===== src/rtl/stepdown_seq_pkg.sv =====
// Shared types and default constants for the stepdown core state sequencer.
package stepdown_seq_pkg;

  localparam int STATE_W         = 3;
  localparam int SS_W_DEF        = 4;
  localparam int SS_STEP_CYC_DEF = 4;
  localparam int PRECHG_CYC_DEF  = 8;
  localparam int RETRY_CYC_DEF   = 32;
  localparam int OCP_MAX_DEF     = 3;

  typedef enum logic [STATE_W-1:0] {
    ST_OFF       = 3'd0,
    ST_PRECHG    = 3'd1,
    ST_SOFTSTART = 3'd2,
    ST_RUN       = 3'd3,
    ST_FAULT     = 3'd4
  } state_t;

  // Counter width for a count of n cycles; never narrower than one bit.
  function automatic int cnt_w(input int n);
    return (n > 1) ? $clog2(n) : 1;
  endfunction

endpackage


===== src/rtl/stepdown_sync2.sv =====
// Two-flop synchronizer for the asynchronous overcurrent comparator.
module stepdown_sync2 (
  input  logic clk,
  input  logic rst,
  input  logic d,
  output logic q
);

  logic meta;

  always_ff @(posedge clk) begin
    if (rst) begin
      meta <= 1'b0;
      q    <= 1'b0;
    end else begin
      meta <= d;
      q    <= meta;
    end
  end

endmodule


===== src/rtl/stepdown_core_state_seq.sv =====
// Stepdown core state sequencer: bootstrap precharge, soft-start ramp, run and OCP retry/latch-off.
module stepdown_core_state_seq
  import stepdown_seq_pkg::*;
#(
  parameter int SS_W        = SS_W_DEF,
  parameter int SS_STEP_CYC = SS_STEP_CYC_DEF,
  parameter int PRECHG_CYC  = PRECHG_CYC_DEF,
  parameter int RETRY_CYC   = RETRY_CYC_DEF,
  parameter int OCP_MAX     = OCP_MAX_DEF
) (
  input  logic               clk,
  input  logic               rst,
  input  logic               CELV,
  input  logic               CELG,
  input  logic               SUB,
  input  logic               en,
  input  logic               uvlo_ok,
  input  logic               ocp_a,
  output logic               ls_on,
  output logic               sw_en,
  output logic [SS_W-1:0]    ss_code,
  output logic               pgood,
  output logic               fault,
  output logic [STATE_W-1:0] state
);

  localparam int PRE_W   = cnt_w(PRECHG_CYC);
  localparam int STEP_W  = cnt_w(SS_STEP_CYC);
  localparam int RETRY_W = cnt_w(RETRY_CYC);
  localparam int OCP_W   = cnt_w(OCP_MAX + 1);

  localparam logic [PRE_W-1:0]   PRE_LAST   = PRE_W'(PRECHG_CYC - 1);
  localparam logic [STEP_W-1:0]  STEP_LAST  = STEP_W'(SS_STEP_CYC - 1);
  localparam logic [RETRY_W-1:0] RETRY_LAST = RETRY_W'(RETRY_CYC - 1);
  localparam logic [OCP_W-1:0]   OCP_LIM    = OCP_W'(OCP_MAX);
  localparam logic [SS_W-1:0]    SS_MAX     = '1;

  logic unused_pins;
  assign unused_pins = CELV ^ CELG ^ SUB;

  logic ocp_s;
  logic go;

  state_t             state_q, state_n;
  logic [SS_W-1:0]    ss_q, ss_n;
  logic [OCP_W-1:0]   ocp_cnt_q, ocp_cnt_n;
  logic [PRE_W-1:0]   prechg_cnt;
  logic [STEP_W-1:0]  step_cnt;
  logic [RETRY_W-1:0] retry_cnt;

  stepdown_sync2 u_ocp_sync (
    .clk (clk),
    .rst (rst),
    .d   (ocp_a),
    .q   (ocp_s)
  );

  assign go    = en && uvlo_ok;
  assign state = state_q;

  // Next-state is shared by the state register and the output register so outputs track state.
  always_comb begin
    state_n   = state_q;
    ss_n      = ss_q;
    ocp_cnt_n = ocp_cnt_q;
    if (state_q != ST_OFF && !go) begin
      state_n   = ST_OFF;
      ss_n      = '0;
      ocp_cnt_n = '0;
    end else begin
      case (state_q)
        ST_OFF: begin
          if (go) state_n = ST_PRECHG;
        end
        ST_PRECHG: begin
          if (prechg_cnt == PRE_LAST) begin
            state_n = ST_SOFTSTART;
            ss_n    = '0;
          end
        end
        ST_SOFTSTART, ST_RUN: begin
          if (ocp_s) begin
            state_n = ST_FAULT;
            ss_n    = '0;
            if (ocp_cnt_q != OCP_LIM) ocp_cnt_n = ocp_cnt_q + OCP_W'(1);
          end else if (state_q == ST_RUN) begin
            ocp_cnt_n = '0;
          end else if (step_cnt == STEP_LAST) begin
            if (ss_q == SS_MAX) state_n = ST_RUN;
            else                ss_n    = ss_q + SS_W'(1);
          end
        end
        ST_FAULT: begin
          if (ocp_cnt_q != OCP_LIM && retry_cnt == RETRY_LAST) state_n = ST_PRECHG;
        end
        default: begin
          state_n   = ST_OFF;
          ss_n      = '0;
          ocp_cnt_n = '0;
        end
      endcase
    end
  end

  always_ff @(posedge clk) begin
    if (rst) begin
      state_q    <= ST_OFF;
      ss_q       <= '0;
      ocp_cnt_q  <= '0;
      prechg_cnt <= '0;
      step_cnt   <= '0;
      retry_cnt  <= '0;
    end else begin
      state_q    <= state_n;
      ss_q       <= ss_n;
      ocp_cnt_q  <= ocp_cnt_n;
      prechg_cnt <= (state_q == ST_PRECHG && state_n == ST_PRECHG) ? prechg_cnt + PRE_W'(1) : '0;
      step_cnt   <= (state_q == ST_SOFTSTART && state_n == ST_SOFTSTART && step_cnt != STEP_LAST)
                    ? step_cnt + STEP_W'(1) : '0;
      // Retry timer only runs while a retry is still allowed; a latched fault holds it at zero.
      retry_cnt  <= (state_q == ST_FAULT && state_n == ST_FAULT && ocp_cnt_q != OCP_LIM)
                    ? retry_cnt + RETRY_W'(1) : '0;
    end
  end

  always_ff @(posedge clk) begin
    if (rst) begin
      ls_on   <= 1'b0;
      sw_en   <= 1'b0;
      pgood   <= 1'b0;
      fault   <= 1'b0;
      ss_code <= '0;
    end else begin
      ls_on   <= (state_n == ST_PRECHG);
      sw_en   <= (state_n == ST_SOFTSTART) || (state_n == ST_RUN);
      pgood   <= (state_n == ST_RUN);
      fault   <= (state_n == ST_FAULT);
      ss_code <= ((state_n == ST_SOFTSTART) || (state_n == ST_RUN)) ? ss_n : '0;
    end
  end

endmodule


===== config.mk =====
export PLATFORM = sky130hd
export DESIGN_NAME = stepdown_core_state_seq
export DESIGN_NICKNAME = d
export VERILOG_FILES = /design/src/rtl/stepdown_seq_pkg.sv /design/src/rtl/stepdown_sync2.sv /design/src/rtl/stepdown_core_state_seq.sv
export SDC_FILE = /design/constraint.sdc
export NUM_CORES = 1
export LEC_CHECK = 0
export BUFFER_PORTS_ARGS = -buffer_cell sky130_fd_sc_hd__buf_2
export CAP_MARGIN = 25
export CORE_MARGIN = 2
export CORE_UTILIZATION = 45
export DETAILED_ROUTE_END_ITERATION = 8
export PLACE_DENSITY_LB_ADDON = 0.08
export REMOVE_ABC_BUFFERS = 1
export SKIP_CTS_REPAIR_TIMING = 1
export SLEW_MARGIN = 20
export SYNTH_ARGS = -nofsm -noshare
export SYNTH_HDL_FRONTEND = slang
export SYNTH_SLANG_ARGS = --single-unit

===== constraint.sdc =====
create_clock -name clk -period 1.9 [get_ports clk]
set_input_delay 0.19 -clock clk [delete_from_list [all_inputs] [get_ports clk]]
set_output_delay 0.19 -clock clk [all_outputs]
set_load 0.01 [all_outputs]

[Yosys cells after proc, flatten, opt, wreduce, memory -nomap -nowiden]
Cells that the tools add are included.
Cells by class
  bitwise gates (word level): 5
  muxes and demuxes: 20
  shift-type cells: 0
  order comparisons: 0
  add/subtract/negate cells: 5
  reduce and logical (&&, ||, !) cells: 21
  $mul: 0
  div/mod/pow operators: 0
  equality and inequality tests: 16
Operators with widths (count)
  $mux 3: 8
  $mux 4: 6
  $reduce_or 2->1: 7
  $eq 3x2->1 const B: 4
  $pmux 3 s4: 1
  $pmux 4 s3: 1
  $eq 3x3->1 const B: 3
  $logic_and 1x1->1: 8
  $eq 3x1->1 const B: 2
  $mux 2: 3
  $add 5x1->5 const B: 1
  $eq 5x5->1 const B: 1
  $not 1->1: 5
  $add 2x1->2 const B: 2
  $add 4x1->4 const B: 1
  $eq 4x4->1 const B: 1
  $ne 2x2->1 const B: 2
  $pmux 2 s2: 1
  $add 3x1->3 const B: 1
  $logic_not 3->1: 1
  $ne 3x2->1 const B: 1
  $ne 3x3->1 const B: 1
  $reduce_and 3->1: 1
  $reduce_bool 3->1: 1
  4 further kinds: 4
Storage, ports and cells
  bits in latches: 0
  input port bits: 8
  memories: 0
  ROM bits: 0
  logic and storage cells: 80
  register bits: 29
  output and inout bits: 11
  memory bits (writable): 0

[Longest topological paths before layout]
Gate-level depths: netlist (run 1).
  depth after elaboration: 12
  gate-level depth with buffers: 7
  gate-level depth less buffers: 7

[Hierarchy]
A second synthesis (run 1) with hierarchy kept.
Unflattened totals
  cell total of the unflattened synthesis: 134
  area, all modules: 1265.0 µm²
By module, submodules not included
  stepdown_core_state_seq: cells each 130, sequential area each 540.5 µm², instances 1, area an instance 1212.4 µm²
  stepdown_sync2: cells each 4, sequential area each 40.0 µm², instances 1, area an instance 52.6 µm²

[Worst setup path after synthesis (run 1)]
OpenSTA, ideal clock, no wires.
  kind: reg2reg
  start point: register state_q[0] (netlist: state[0])
  end point: register ls_on
  arrival: 1519 ps
  library setup time: 87 ps
  period minus slack after synthesis: 1606 ps
  required time: 1813 ps
  stages on the path, launching flop included: 6
  setup slack: 294 ps
  buffers on the path: 1
  cell sequence: dfxtp_1 > or2_1 > maj3_2 > or2_1 > buf_6 > nor4b_4
Between the ends
  word-level cells in the longest chain between the ends: 7
  elaborated cells on any way between the ends: 18
  classes of those cells: eq/ne (5); mux (9); reduce/logical (4)
Ends and longest elaborated chain
  from (decl): RTL line stepdown_core_state_seq.sv:44  | state_t state_q, state_n;
  from (signal assigned): RTL line stepdown_core_state_seq.sv:114  | state_q <= state_n;
  $mux 3: RTL line stepdown_core_state_seq.sv:89  | if (ss_q == SS_MAX) state_n = ST_RUN;
  $mux 3: RTL line stepdown_core_state_seq.sv:88  | end else if (step_cnt == STEP_LAST) begin
  $mux 3: RTL line stepdown_core_state_seq.sv:86  | end else if (state_q == ST_RUN) begin
  $mux 3: RTL line stepdown_core_state_seq.sv:82  | if (ocp_s) begin
  $pmux 3 s4: RTL line stepdown_core_state_seq.sv:71  | case (state_q)
  $mux 3 (*): RTL line stepdown_core_state_seq.sv:66  | if (state_q != ST_OFF && !go) begin
  $eq 3x1->1 (*): RTL line stepdown_core_state_seq.sv:134  | ls_on <= (state_n == ST_PRECHG);
  to (signal assigned): RTL line stepdown_core_state_seq.sv:134
  to (decl): RTL line stepdown_core_state_seq.sv:19  | output logic ls_on,
Mark *: on every way between the ends. The rest lies on a longest branch, timed or not.
A chain may end at the register's enable or synchronous reset.

[Worst setup path in the final report (run 1)]
  start point: register retry_cnt[0]
  end point: register pgood
Between the ends
  word-level cells in the longest chain between the ends: 6
Ends and longest elaborated chain
  from (decl): RTL line stepdown_core_state_seq.sv:49  | logic [RETRY_W-1:0] retry_cnt;
  from (signal assigned): RTL line stepdown_core_state_seq.sv:121  | retry_cnt <= (state_q == ST_FAULT && state_n == ST_FAULT && ocp_cnt_q != OCP_LIM)
  $eq 5x5->1: RTL line stepdown_core_state_seq.sv:94  | if (ocp_cnt_q != OCP_LIM && retry_cnt == RETRY_LAST) state_n = ST_PRECHG;
  $logic_and 1x1->1: RTL line stepdown_core_state_seq.sv:94
  $mux 3: RTL line stepdown_core_state_seq.sv:94
  $pmux 3 s4: RTL line stepdown_core_state_seq.sv:71
  $mux 3: RTL line stepdown_core_state_seq.sv:66
  $eq 3x2->1: RTL line stepdown_core_state_seq.sv:136  | pgood <= (state_n == ST_RUN);
  to (signal assigned): RTL line stepdown_core_state_seq.sv:136
  to (decl): RTL line stepdown_core_state_seq.sv:22  | output logic pgood,
No other way between the ends.

==> results by group, run 1 <==
Status
  – Status: finished clean

Synthesis
  – #FFs+latches synth: 29
  – Syn Inst Count: 133
  – Post-synth cell types: 41
  – Post-Syn Area: between 0.001 and 0.0015 sq mm
  – Post-synthesis sequential area ratio: 0.4531
  – Synth Warn #: 0
  – Syn Area/Cell: 9.633 sq um

Cells and area
  – Final std cell area, no fill: ~0.0015 sq mm
  – Layout area overhead: 13.28%
  – Final #Nets: 170
  – Diode count: 0
  – Share of cells above drive strength 1: 0.1795
  – Commonest non-fill, non-tap cell in the layout: dfxtp_1
  – Most frequent cells in the layout: 29 x dfxtp_1, 15 x buf_2, 11 x nor2_1

Timing
  – Hold Vio Cnt, Final: 0
  – Setup violators final: 0
  – RSZ-0062 raised after global routing: no
  – Relative slew slack: 0.6697
  – Worst Skew: around 0.0063 ns
  – Tcrit/Tclk final: 0.9200
  – Min Tclk post-route: 1.748 ns
  – Slew Limit Fails: 0
  – Final setup margin: 0.1520 ns
  – Measured slew at the worst slew-check pin: 0.4931 ns
  – TNS Setup: 0 ns
  – Max Clock Freq: 572.1 MHz

Clock tree
  – CTS H-tree depth: 2
  – CTS tree: yes
  – TritonCTS Buffers: 5
  – Clk Tree Root Cell: clkbuf_4
  – Clk slew on worst S/H paths: roughly 0.080 ns
  – Longest Clk Path Bufs: 2
  – CTS sink cnt: 29
  – Worst-Skew Late Latency: ~0.32 ns

Worst setup path
  – CP arrival: 1.95 ns
  – CP max stage cell: a31oi_1
  – Critical path capture point type: flip-flop
  – Most frequent CP cell: ha_1
  – Crit path launch type: flip-flop
  – Critical path class: flip-flop to flip-flop
  – Crit-path max cell delay: 0.45 ns
  – Crit-path cells: ha_1 > and3_1 > ha_1 > nand2b_1 > nand3b_1 > a31oi_1 > nor2_1
  – R2R depth: 7
  – Crit-path max FO: 3
  – Required @ worst endpoint: 2.10 ns

Drt
  – DRC Markers: 0
  – Via count: between 1000 and 1500
  – Post-Route WL: around 2.5 mm
  – Post-detailed-route count of antenna-violating nets: 0
  – Via density: 5.396
  – Initial DRC count: 23
  – Routed len/inst: 13.25 microns
  – Pre-antenna DRT Iters: 4

Floorplanning
  – Core area: 0.002734 sq mm
  – Number of I/O pins: 19
  – Chip height: 57.36 microns
  – Die area: 0.003290 sq mm
  – DIE WIDTH: 57.36 microns
  – Starting density of the core: 0.4686
  – Row count: 19

Place
  – DP Worst Slack: 0.1748 ns
  – Hpwl dp: 1.779 mm
  – IO Port Bufs: 15
  – Placed Area: 0.001403 sq mm
  – Routability cong.: 0.8891

Pwr
  – Pleak: 0.0006884 uW
  – VDD IR max: 603.2 uV
  – PwrDens: 697.4 mW/mm^2
  – Total power: 1012 uW

Global route
  – Vias in the first global route: 961
  – First-pass GRT wire length: 4.188 mm
  – Total gr overflow: 0
  – Pin count of the biggest net entering global routing: 16
  – Initial antenna violation count: 0
  – GRT Total Usage: 0.1726

Hold path
  – Worst Hold Path Cells: 2
  – Worst hold path type: input pin to flip-flop

Job
  – Max-cap violations: 0
-- registers in the layout (all words and copies together) (netlist names) --
register	count
state	3
ocp_cnt_q	2
step_cnt	2
u_ocp_sync.q	1
ls_on	1
fault	1
pgood	1
ss_code	4
retry_cnt	5
sw_en	1
prechg_cnt	3
u_ocp_sync.meta	1
ss_q	4
-- layer usage --
layer	GRT usage	up-vias	share of wire
met5	0	-	0
met4	0.09302	0	0.020
met3	0.08390	5	0.045
met2	0.2581	20	0.45
met1	0.2028	465	0.48
li1	-	519	-
-- path summary, 6_finish.rpt --
| check | startpoint | endpoint | slack (ns) |
|---|---|---|---|
| worst min-delay path | ocp_a | u_ocp_sync.meta | 0.08 |
| worst min register to register | step_cnt[0] | step_cnt[0] | 0.43 |
| worst max-delay path | retry_cnt[0] | pgood | 0.15 |
| worst max register to register | retry_cnt[0] | pgood | 0.15 |
-- layout make-up --
class	count	area (sq um)
Multi-Input combinational cell	95	659.4
Tap cell	31	38.79
Fill cell	280	1282
Clock buffer	8	48.80
Inverter	5	18.77
Timing Repair Buffer	19	105.1
Sequential cell	29	580.6
-- through the flow --
stage                     instances  utilization  hold slack, ns
after floorplan                 129            -          0.2616
after global placement          179       0.5130          0.4125
after detailed placement        179       0.5130          0.4103
after CTS                       187       0.5309         0.06340
after global routing            187       0.5309         0.07283
final                           187       0.5309         0.07659
-- synth_stat cells --
| cell type | n | area (sq um) |
|---|---|---|
| o211a_1 | 1 | 10.01 |
| nand3_1 | 1 | 5.000 |
| nor2_1 | 11 | 41.29 |
| nand2_1 | 5 | 18.77 |
| and4_1 | 1 | 8.760 |
| maj3_2 | 1 | 11.26 |
| nor3b_1 | 1 | 7.510 |
| and2_1 | 4 | 25.02 |
| and3b_1 | 2 | 17.52 |
| dfxtp_1 | 29 | 580.6 |
| nor3_1 | 10 | 50.05 |
| and3_1 | 7 | 43.79 |
| o22a_1 | 1 | 8.760 |
| nor3_2 | 1 | 10.01 |
| clkbuf_1 | 3 | 11.26 |
| inv_1 | 5 | 18.77 |
| or2_1 | 2 | 12.51 |
| a221o_1 | 1 | 10.01 |
| a41oi_1 | 1 | 8.760 |
| nor4b_4 | 1 | 23.77 |
| o31a_1 | 1 | 8.760 |
| o2111ai_1 | 1 | 8.760 |
| o21a_1 | 3 | 22.52 |
| nor2b_1 | 5 | 31.28 |
| a21boi_0 | 1 | 7.510 |
| nand3b_1 | 2 | 15.01 |
| or2_2 | 1 | 6.260 |
| o22ai_1 | 2 | 12.51 |
| a22oi_1 | 1 | 7.510 |
| buf_6 | 1 | 11.26 |
| xor2_1 | 1 | 8.760 |
| ha_1 | 7 | 87.58 |
| a31oi_1 | 2 | 12.51 |
| mux2i_1 | 2 | 20.02 |
| or4b_1 | 1 | 10.01 |
| o21ai_0 | 3 | 15.01 |
| or3b_1 | 1 | 8.760 |
| a21oi_1 | 3 | 15.01 |
| xnor2_1 | 1 | 8.760 |
| a32oi_1 | 1 | 8.760 |
| nand2b_1 | 5 | 31.28 |
-- worst max-delay path: cells and delay by family, from the launching register on --
family,cells,cell delay (ns)
flops,1,0.33
simple gates,4,0.44
fa+ha+maj,2,0.40
compound gates,1,0.45
-- cells by family after synthesis --
family	share of synthesized area
compound gates	0.1221
mux	0.01563
buf+inv	0.03223
fa+ha+maj	0.07714
simple gates	0.2861
flops	0.4531
xor+xnor	0.01367
-- report_power, final --
group	switching, uW	internal, uW	total, uW	leakage, uW
registers	3.21	613	617	0.000234
clock network	197	147	345	0.0000265
logic	30.0	21.1	51.1	0.000427
Note: power is estimated with default switching activity, not from simulation.
==> run 2, diff against run 1 <==
==> constraint.sdc (replaced) <==
create_clock -name clk -period 1.9 [get_ports clk]
set_input_delay 0.38 -clock clk [delete_from_list [all_inputs] [get_ports clk]]
set_output_delay 0.38 -clock clk [all_outputs]
set_load 0.01 [all_outputs]
==> results by group, run 2 (same netlist as run 1, synthesis figures left out) <==
Worst setup path
  – Crit-path max FO: 6
  – Crit-path max cell delay: 0.33 ns
  – Most frequent CP cell: ha_1
  – CP arrival: 1.99 ns
  – Buffers & Inverters on Critical Path: 0
  – Critical path class: flip-flop to flip-flop
  – RR Startpoint: retry_cnt[0]
  – Required @ worst endpoint: between 2 and 2.5 ns
  – Critical path capture point type: flip-flop
  – CP top delay family: simple AND/OR/NAND/NOR gates
  – CP max stage cell: dfxtp_1
  – Crit-path cells: ha_1 > and3_1 > ha_1 > nand2b_1 > a32oi_1 > nor3_2 > and3b_1
  – R2R Path End: retry_cnt[0]
  – R2R depth: 7
  – R2R setup slack: 0.18 ns
  – Crit path launch type: flip-flop

Cells and area
  – Final #Nets: 170
  – Diode count: 0
  – Commonest non-fill, non-tap cell in the layout: dfxtp_1
  – Max reg flops: 5
  – Post-Layout Cell Count: 187
  – Share of cells above drive strength 1: 0.1795
  – # fillers: approximately 280
  – Most flops, register: retry_cnt
  – Final Core Density: 0.5309
  – Layout area overhead: 13.28%
  – Final std cell area, no fill: 0.001451 sq mm
  – Most frequent cells in the layout: 29 x dfxtp_1, 15 x buf_2, 11 x nor2_1
  – Biggest regs: retry_cnt x5, ss_code x4, ss_q x4

Pwr
  – PwrDens: 692.7 mW/mm^2
  – Clock power share: 0.336
  – Total power: just over 1000 uW
  – Comb pwr share: 0.051
  – Reg power frac: 0.613
  – Int Power: 781.5 uW
  – Switching part of the total: 0.2227
  – Psw: 223.9 uW
  – VDD IR max: 650.5 uV
  – Pleak: 0.0006884 uW

Drt
  – Post-detailed-route count of antenna-violating nets: 0
  – Via count: 1029
  – DRC Markers: 0
  – Via density: approximately 5.5
  – Initial DRC count: 33
  – Pre-antenna DRT Iters: 4
  – Routed len/inst: around 13 microns
  – Post-Route WL: approximately 2.4 mm

Place
  – Routability cong.: 0.8884
  – Placed Area: 0.001403 sq mm
  – IO Port Bufs: 15
  – Hpwl dp: approximately 1.8 mm
  – Placed Cells: 179

Global route
  – Met1 Use GR: 0.1975
  – Met3 GRT Util: 0.07710
  – First-pass GRT wire length: just over 4 mm
  – Vias in the first global route: 965
  – Initial antenna violation count: 0
  – Total gr overflow: 0
  – Top Usage Layer GRT: met2
  – Pin count of the biggest net entering global routing: 16
  – Met2 Use GR: 0.2549
  – GRT Total Usage: 0.1667

Hold path
  – WHS Endpoint: u_ocp_sync.meta
  – Worst Hold Path Cells: 2
  – Hold Startpoint: ocp_a
  – Worst hold path type: input pin to flip-flop

Clock tree
  – Longest Clk Path Bufs: 2
  – CTS tree: yes
  – CTS H-tree depth: 2
  – CTS sink cnt: 29
  – Worst-Skew Late Latency: 0.32 ns
  – Clk slew on worst S/H paths: roughly 0.08 ns
  – Clk Tree Root Cell: clkbuf_4
  – TritonCTS Buffers: 5

Timing
  – TNS Setup: 0 ns
  – Measured slew at the worst slew-check pin: 0.4819 ns
  – Min Tclk post-route: 1.722 ns
  – Setup violators final: 0
  – Slew Limit Fails: 0
  – Tcrit/Tclk final: 0.9063
  – RSZ-0062 raised after global routing: no
  – Hold Vio Cnt, Final: 0
  – Max Clock Freq: about 580 MHz
  – Worst Skew: about 0.0056 ns
  – Relative slew slack: 0.6763

Floorplanning
  – Number of I/O pins: 19
  – Row count: 19
  – Starting density of the core: 0.4686
  – DIE WIDTH: 57.36 microns
  – Core area: 0.002734 sq mm
  – Chip height: 57.36 microns
  – Die area: 0.003290 sq mm

Status
  – Status: finished clean

Job
  – Max-cap violations: 0
[run 2: how the worst max path moves through the flow]
stage,start,end,slack [ns],depth (start not counted)
after floorplan,state[0],ls_on,0.22,4
after global placement,retry_cnt[0],retry_cnt[0],0.19,7
after detailed placement,retry_cnt[0],retry_cnt[2],0.16,7
after CTS,retry_cnt[0],retry_cnt[3],0.14,7
after global routing,retry_cnt[0],retry_cnt[0],0.02,7
final,retry_cnt[0],retry_cnt[0],0.18,7
[run 2: cell type report]
type,count,area [sq um],share of cell area
clock buffers,8,48.80,0.03362
well taps,31,38.79,0.02672
repair buffers,19,105.1,0.07241
inverters,5,18.77,0.01293
multi-input cells,95,659.4,0.4543
flip-flops and latches,29,580.6,0.4000
[run 2: metrics by stage]
stage                     hold WS (ns)  worst slack [ns]
final                           0.2792            0.1780
after global routing            0.2952           0.02206
after CTS                       0.2649            0.1351
after detailed placement        0.4302            0.1637
after global placement          0.4140            0.1935
after floorplan                 0.4053            0.2196
[run 2: per-layer routing]
| layer | vias to the layer above | routed length (microns) |
|---|---|---|
| met1 | 485 | 1119 |
| met3 | 5 | 127 |
| met5 | - | 0 |
| met4 | 0 | 42 |
| met2 | 21 | 1078 |
| li1 | 518 | - |
[run 2: power groups by stage]
stage,clock (uW),combinational [uW],sequential (uW)
CTS,352,51.5,617
floorplan,0,27.4,635
global route,383,56.7,618
finish,338,51.0,617
global placement,0,50.9,631
detailed placement,0,51.1,631
